<file path="src/rtl/nitc_mem_pkg.sv">
// Shared types and widths for the NITC-RISC24 wait-state memory responder.
package nitc_mem_pkg;

    localparam int WORD_W     = 16;
    localparam int WAIT_CNT_W = 4;

    typedef enum logic [1:0] {
        IDLE = 2'd0,
        WAIT = 2'd1,
        DONE = 2'd2
    } mem_state_t;

endpackage

</file>
<file path="src/rtl/mem_array.sv">
// Single-port word RAM with synchronous write and registered synchronous read.
// Only the read register is reset; the storage itself powers up undefined.
module mem_array
    import nitc_mem_pkg::*;
#(
    parameter int ADDR_BITS = 8
) (
    input  logic                 clk,
    input  logic                 reset,
    input  logic                 en,
    input  logic                 we,
    input  logic [ADDR_BITS-1:0] addr,
    input  logic [WORD_W-1:0]    din,
    output logic [WORD_W-1:0]    dout
);

    logic [WORD_W-1:0] mem [2**ADDR_BITS];
    logic [WORD_W-1:0] dout_q;

    // Store the word on an enabled write; contents survive reset.
    always_ff @(posedge clk) begin
        if (en && we) begin
            mem[addr] <= din;
        end
    end

    // Capture the addressed word on an enabled read; writes leave it untouched.
    always_ff @(posedge clk or posedge reset) begin
        if (reset) begin
            dout_q <= '0;
        end else if (en && !we) begin
            dout_q <= mem[addr];
        end
    end

    assign dout = dout_q;

endmodule

</file>
<file path="src/rtl/mem_responder.sv">
// Wait-state memory responder: accepts a word request, waits WAIT_CYCLES,
// performs the access, then pulses ready for one cycle.
// Optional feature macro: MEM_ERR_EN (out-of-range detection via err).
module mem_responder
    import nitc_mem_pkg::*;
#(
    parameter int ADDR_BITS   = 8,
    parameter int WAIT_CYCLES = 2
) (
    input  logic              clk,
    input  logic              reset,
    input  logic              req,
    input  logic              memwrite,
    input  logic [WORD_W-1:0] adr,
    input  logic [WORD_W-1:0] writedata,
    output logic [WORD_W-1:0] readdata,
    output logic              ready,
    output logic              err
);

`ifdef MEM_ERR_EN
    localparam int LATCH_W = WORD_W;
`else
    localparam int LATCH_W = ADDR_BITS;
`endif

    localparam logic [WAIT_CNT_W-1:0] WAIT_LOAD = WAIT_CYCLES[WAIT_CNT_W-1:0];

    mem_state_t              state_q, state_d;
    logic [WAIT_CNT_W-1:0]   cnt_q, cnt_d;
    logic [LATCH_W-1:0]      adr_q, adr_d;
    logic [WORD_W-1:0]       wdata_q, wdata_d;
    logic                    we_q, we_d;
    logic                    access;
    logic                    oob;
    logic [WORD_W-1:0]       arrayDout;

    // Next state, counter and request latch; access fires on the WAIT->DONE edge.
    always_comb begin
        state_d = state_q;
        cnt_d   = cnt_q;
        adr_d   = adr_q;
        wdata_d = wdata_q;
        we_d    = we_q;
        access  = 1'b0;
        case (state_q)
            IDLE, DONE: begin
                if (req) begin
                    adr_d   = adr[LATCH_W-1:0];
                    wdata_d = writedata;
                    we_d    = memwrite;
                    cnt_d   = WAIT_LOAD;
                    state_d = WAIT;
                end else begin
                    state_d = IDLE;
                end
            end
            WAIT: begin
                if (cnt_q != '0) begin
                    cnt_d = cnt_q - 1'b1;
                end else begin
                    access  = 1'b1;
                    state_d = DONE;
                end
            end
            default: state_d = IDLE;
        endcase
    end

    // State, counter and latched request registers.
    always_ff @(posedge clk or posedge reset) begin
        if (reset) begin
            state_q <= IDLE;
            cnt_q   <= '0;
            adr_q   <= '0;
            wdata_q <= '0;
            we_q    <= 1'b0;
        end else begin
            state_q <= state_d;
            cnt_q   <= cnt_d;
            adr_q   <= adr_d;
            wdata_q <= wdata_d;
            we_q    <= we_d;
        end
    end

`ifdef MEM_ERR_EN
    logic err_q;
    logic zeroRead_q;

    assign oob = |adr_q[WORD_W-1:ADDR_BITS];

    // Flag out-of-range accesses for their DONE cycle, and remember whether
    // the most recent read was out of range so readdata reads as zero.
    always_ff @(posedge clk or posedge reset) begin
        if (reset) begin
            err_q      <= 1'b0;
            zeroRead_q <= 1'b0;
        end else begin
            err_q <= access & oob;
            if (access && !we_q) begin
                zeroRead_q <= oob;
            end
        end
    end

    assign err      = err_q;
    assign readdata = zeroRead_q ? '0 : arrayDout;
`else
    // Upper address bits are deliberately dropped so addresses alias.
    logic unusedAdrHi;
    assign unusedAdrHi = ^adr[WORD_W-1:ADDR_BITS];

    assign oob      = 1'b0;
    assign err      = 1'b0;
    assign readdata = arrayDout;
`endif

    assign ready = (state_q == DONE);

    mem_array #(
        .ADDR_BITS (ADDR_BITS)
    ) u_array (
        .clk   (clk),
        .reset (reset),
        .en    (access & ~(we_q & oob)),
        .we    (we_q),
        .addr  (adr_q[ADDR_BITS-1:0]),
        .din   (wdata_q),
        .dout  (arrayDout)
    );

endmodule
</file>
<file path="config.mk">
export PLATFORM = sky130hd
export DESIGN_NAME = mem_responder
export DESIGN_NICKNAME = d
export VERILOG_FILES = /design/src/rtl/nitc_mem_pkg.sv /design/src/rtl/mem_array.sv /design/src/rtl/mem_responder.sv
export SDC_FILE = /design/constraint.sdc
export NUM_CORES = 2
export LEC_CHECK = 0
export BUFFER_PORTS_ARGS = -buffer_cell sky130_fd_sc_hd__buf_2
export CORE_MARGIN = 4
export CORE_UTILIZATION = 29
export DETAILED_ROUTE_END_ITERATION = 10
export SLEW_MARGIN = 5
export SYNTH_ARGS = -nofsm -noshare
export SYNTH_HDL_FRONTEND = slang
export SYNTH_HIERARCHICAL = 1
export SYNTH_SLANG_ARGS = --single-unit
</file>
<file path="constraint.sdc">
create_clock -name clk -period 5.2 [get_ports clk]
set_input_delay 0.78 -clock clk [delete_from_list [all_inputs] [get_ports clk]]
set_output_delay 0.78 -clock clk [all_outputs]
set_load 0.01 [all_outputs]
</file>
# Word-level counts from Yosys, hierarchy flattened
# Memories as Yosys holds them, arrays and structs flattened. A register that Yosys moved wholly into a read port is not among the register bits.
# Cells that the tools add are included.
dict set report word_totals {
  ff_bits 31
  latch_bits 0
  ram_bits 4096
  mem_bits_ro 0
  inputBits 36
  output_inout_bits 18
  word_cells 31
  n_memories 1
}
dict set report op_classes {
  add_sub_neg 1
  mul 0
  div 0
  order_cmp 0
  eq_ne 5
  shift 0
  n_mux 10
  bitwise 0
  reduce_logical 9
}
# memory depth word_bits rd rd_ports_with_merged_regs write_ports line
set mem_list {}
lappend mem_list {u_array.mem 256 16 1 1 1 mem_array.sv:17} ;# logic [WORD_W-1:0] mem [2**ADDR_BITS];
# cell n
set ops {}
lappend ops {{4-bit 2-to-1 mux} 2}
lappend ops {{4-bit case mux with 2 select lines} 1}
lappend ops {{2-bit != test (second input constant)} 3}
lappend ops {{1-bit 2-to-1 mux} 5}
lappend ops {{2-bit case mux with 2 select lines} 1}
lappend ops {{4-bit nonzero test} 1}
lappend ops {{4-bit by 1-bit subtractor with 4-bit output (second input constant)} 1}
lappend ops {{3-bit AND reduction} 1}
lappend ops {{2-bit by 1-bit == test with 1-bit output (second input constant)} 1}
lappend ops {{2-bit == test (second input constant)} 1}
lappend ops {{1-bit logical AND} 2}
lappend ops {{2-bit zero test} 1}
lappend ops {{2-bit 2-to-1 mux} 1}
lappend ops {{2-bit AND reduction} 1}
lappend ops {{2-bit nonzero test} 1}
lappend ops {{2-bit OR reduction} 1}
lappend ops {{1-bit zero test} 1}

# Longest topological paths before layout
dict set report depth {
  depth_word 6
  ltp_mapped 14
}

# Cells and area by module
# The synthesis kept the hierarchy.
# mod instances cells_per_inst area_per_inst_um2 seq_area_each_um2
set by_module_without_submodules {}
lappend by_module_without_submodules {mem_array 1 7002 157486.0 123398.3}
lappend by_module_without_submodules {mem_responder 1 138 1262.5 775.7}

# Worst setup path after synthesis
# OpenSTA, ideal clock, no wires.
dict set report synth_path {
  kind {register to register}
  startpoint {register wdata_q[0]}
  endpoint {memory u_array.mem[0][0] (data pin)}
  setup_ns 0.804
  arrival_ns 3.183
  setup_slack_ns 1.213
  path_stages_with_launch 1
  path_cell_list {dfrtp_1}
}
# item line
set synth_lines {}
lappend synth_lines {{start: declaration} mem_responder.sv:32} ;# logic [WORD_W-1:0] wdata_q, wdata_d;
lappend synth_lines {{start signal: assignment} mem_responder.sv:82} ;# wdata_q <= wdata_d;
lappend synth_lines {{end: declaration} mem_array.sv:17}
# No word-level cell before the write port.

==> impl_metrics.py <==
metrics = {
    "status": {
        "status": "complete, no violations",
    },
    "synthesis": {
        "avgSynthCellArea_um2": 22.2,
        "ys_async_sr_fraction": 0.0113,
        "post-synth-top-area-fraction": 0.775,
        "netlist.top_cell.by_area": "edfxtp_1",
        "syn-cell-area_um2": 159000,
        "synth_top_cells_by_area": "edfxtp_1 77%, mux4_2 14%, mux2i_1 1.4%, dfrtp_1 0.74%, nor2_1 0.73%",
        "yosysMostFrequentCell": "edfxtp_1",
        "synth-warning-count": 6,
        "mappedNetlistNets": 7177,
        "post_synth_inst_count": 7140,
        "yosysSeqAreaShare": 0.782,
        "synth-edff-count": 4096,
        "dominantRegCellSynth": "edfxtp_1",
        "synthesized_flop_and_latch_total": 4143,
        "yosys-top-cells-count": "4096 x edfxtp_1, 968 x mux4_2, 309 x nor2_1, 223 x mux2i_1, 185 x o22ai_1",
        "synth_cell_types": 65,
    },
    "detailed_routing": {
        "post_drt_via_cell_ratio": 5.13,
        "wl_per_cell_um": 28.1,
        "drt-pass1-iter-count": 5,
        "antenna_violating_nets_post_route": 0,
        "totalWireLength_um": 431000,
        "via_count": 78800,
        "route.detailed.drc": 0,
        "detail_route.iter0.violations": 10100,
    },
    "global_route": {
        "antenna_violations_before_repair": 24,
        "grt_overflow": 0,
        "grtUsageTotal": 0.149,
        "maximum_number_of_pins_on_one_net_before_global_route_repair": 187,
        "vias_in_the_first_global_route": 78500,
        "grt_first_pass_wirelength_um": 607000,
    },
    "timing": {
        "maxSlewViolCount": 0,
        "finalCritPeriodShare": 0.870,
        "hold_viol": 0,
        "timing.final.setup_violations": 0,
        "relSlewSlack": 0.111,
        "highest_clock_rate_mhz": 221,
        "final_period_minus_worst_setup_slack_ns": 4.52,
        "grt_setup_unrepaired": "no",
        "timing.clock.skew_ns": 0.0709,
        "tightest_slew_ns": 1.33,
        "timing.setup.tns_ns": 0,
        "setup_ws_ns": 0.677,
    },
    "cells_and_area": {
        "final-instance-count-excl-fill": 15400,
        "final_core_util": 0.338,
        "area_delta_synth_final_pct": 16.2,
        "nFillCells": 50400,
        "regArea_um2": 124000,
        "number_of_nets_in_the_layout": 7795,
        "drive_gt1_frac": 0.283,
        "multi_input_comb_area_um2": 32300,
        "post-route-cell-area_um2": 184000,
    },
    "cts": {
        "clock_tree.buffer_depth": 4,
        "clock-root-buffer": "clkbuf_16",
        "cts.repair.resized": 0,
        "numCtsBuffers": 418,
        "htreeDepth": 5,
        "worst_skew_pair.late_latency_ns": 0.98,
        "tritoncts": "done",
        "tritoncts_num_sinks": 4143,
        "clk_transition_reported_paths_ns": 0.06,
    },
    "die": {
        "start_util": 0.291,
        "full_die_area_um2": 559000,
        "coreArea_um2": 545000,
        "rows": 271,
        "num_io_pins": 54,
        "die_height_um": 748,
        "die_width_um": 748,
    },
    "placement": {
        "port_buffers": 44,
        "place_ws_ns": 0.837,
        "dp_hpwl_um": 263000,
        "place_congestion": 0.858,
        "placed_cells": 14600,
        "placed_cell_area_um2": 171000,
    },
    "worst_setup_path": {
        "timing.reg2reg.worst_path_depth": 9,
        "crit_path_frequent_cell": "buf_4",
        "required_ns": 6.03,
        "crit_arrival_ns": 5.35,
        "cp.depth": 9,
        "critical_path_buf_inv_count": 2,
        "critPathMaxStageDelay_ns": 1.05,
        "critical_path.top_delay_family": "compound AO/OA/AOI/OAI gates",
        "critical_path.endpoint_type": "flip-flop",
        "critical_setup_path_class": "reg2reg",
        "worst_setup_path_start_kind": "flip-flop",
        "critical-path-slowest-cell": "dfrtp_4",
        "crit_chain": "buf_4 -> nand3_1 -> o22a_1 -> o221ai_1 -> nor3_1 -> buf_4 -> o22ai_1 -> or3_1 -> a41oi_1",
        "worstPathMaxFanout": 28,
    },
    "job": {
        "max_cap_violations": 0,
    },
    "power": {
        "vdd.ir_drop.worst_mv": 0.435,
        "pleak_nw": 56.7,
        "total_power_density_per_cell_area_nw_per_um2": 548,
    },
    "hold_path": {
        "hold_path.class": "in2reg",
        "worstHoldPathCells": 3,
    },
}
[state kept, by name (all words and copies together), names as in the netlist]
name and count:
adr_q 8, cnt_q 4, state_q 2, u_array/dout 16, u_array/mem 4096, wdata_q 16, we_q 1
[routing by layer]
metal | routed length [um] | global-route usage
met4 | 15800 | 0.0490
met2 | 202000 | 0.237
met3 | 42100 | 0.0361
met5 | 101 | 0
met1 | 171000 | 0.202
[per-stage QoR]
stage,hold WS (ns),power [W]
2_1_floorplan,0.440,0.0606
6_report,0.0833,0.101
3_5_place_dp,0.509,0.0722
3_3_place_gp,0.491,0.0716
5_1_grt,0.0507,0.105
4_1_cts,0.00116,0.102
[layout make-up]
class / count / area share
Sequential cell: 4143 / 0.674
Multi-Input combinational cell: 2569 / 0.175
Clock buffer: 526 / 0.0598
Tap cell: 7234 / 0.0491
Timing Repair Buffer: 616 / 0.0283
Clock inverter: 247 / 0.0133
Inverter: 10 / 0.000244
Antenna cell: 13 / 0.000176
[final timing paths]
check	slack, ns	to	from
max	0.68	u_array/dout[15]	adr_q[0]
max in group asynchronous	4.21	adr_q[1]	reset
min	0.08	wdata_q[5]	writedata[5]
min in group asynchronous	0.20	u_array/dout[3]	reset
min reg2reg	0.53	cnt_q[0]	cnt_q[0]
max reg2reg	0.68	u_array/dout[15]	adr_q[0]
[timing repair]
action	in CTS	in global routing
hold buffers	17	0
endpoints found under the setup margin	0	0
setup buffers	0	0
endpoints found under the hold margin	17	0
[power breakdown]
group / internal, W / switching, W / leakage, nW
Sequential: 0.0416 / 0.00169 / 37.7
Clock: 0.0170 / 0.0126 / 6.55
Combinational: 0.0100 / 0.0181 / 12.5
[cell usage in the layout (no fill, tap or decap), types with 12 or more instances in the layout]
master and n:
and2_1 31, clkinv_1 95, buf_2 44, dfrtp_4 21, edfxtp_1 4096, or3_1 13, o21ai_0 57, a22oi_1 76
nor4_1 17, o22ai_1 185, clkinvlp_4 16, a211oi_1 55, o221ai_1 34, nand2_1 164, clkinv_2 69, clkbuf_16 422
bufinv_16 40, buf_4 502, o211ai_1 13, nand4_1 13, a21oi_1 42, mux4_2 968, clkbuf_1 96, nand3_1 36
dlygate4sd3_1 17, a221oi_1 13, o22a_1 36, mux2_2 65, nor2b_1 22, mux2i_1 223, buf_12 53, a31oi_1 30
dfrtp_1 24, diode_2 13, nor2_1 279, nor3_1 48, nor2_2 28, inv_6 12
[worst reg2reg max path, delay by kind of cell, from the launching register on]
family                 cells  cell delay (ns)
AOI/OAI and AO/OA          4             1.55
and+or+nand+nor            3             1.21
DFF                        1             1.05
buffers and inverters      2             0.56
[logic make-up after synthesis]
family                   count (synthesis)  share of synthesized area
flip-flops                            4143                      0.782
multiplexers                          1256                      0.156
AND/OR/NAND/NOR                        706                     0.0200
AO/OA/AOI/OAI                          605                     0.0265
buffers and inverters                  428                     0.0152
adder cells (fa/ha/maj)                  1                  0.0000788
other                                    1                  0.0000236
No activity file was read; power rests on OpenSTA's default activity.
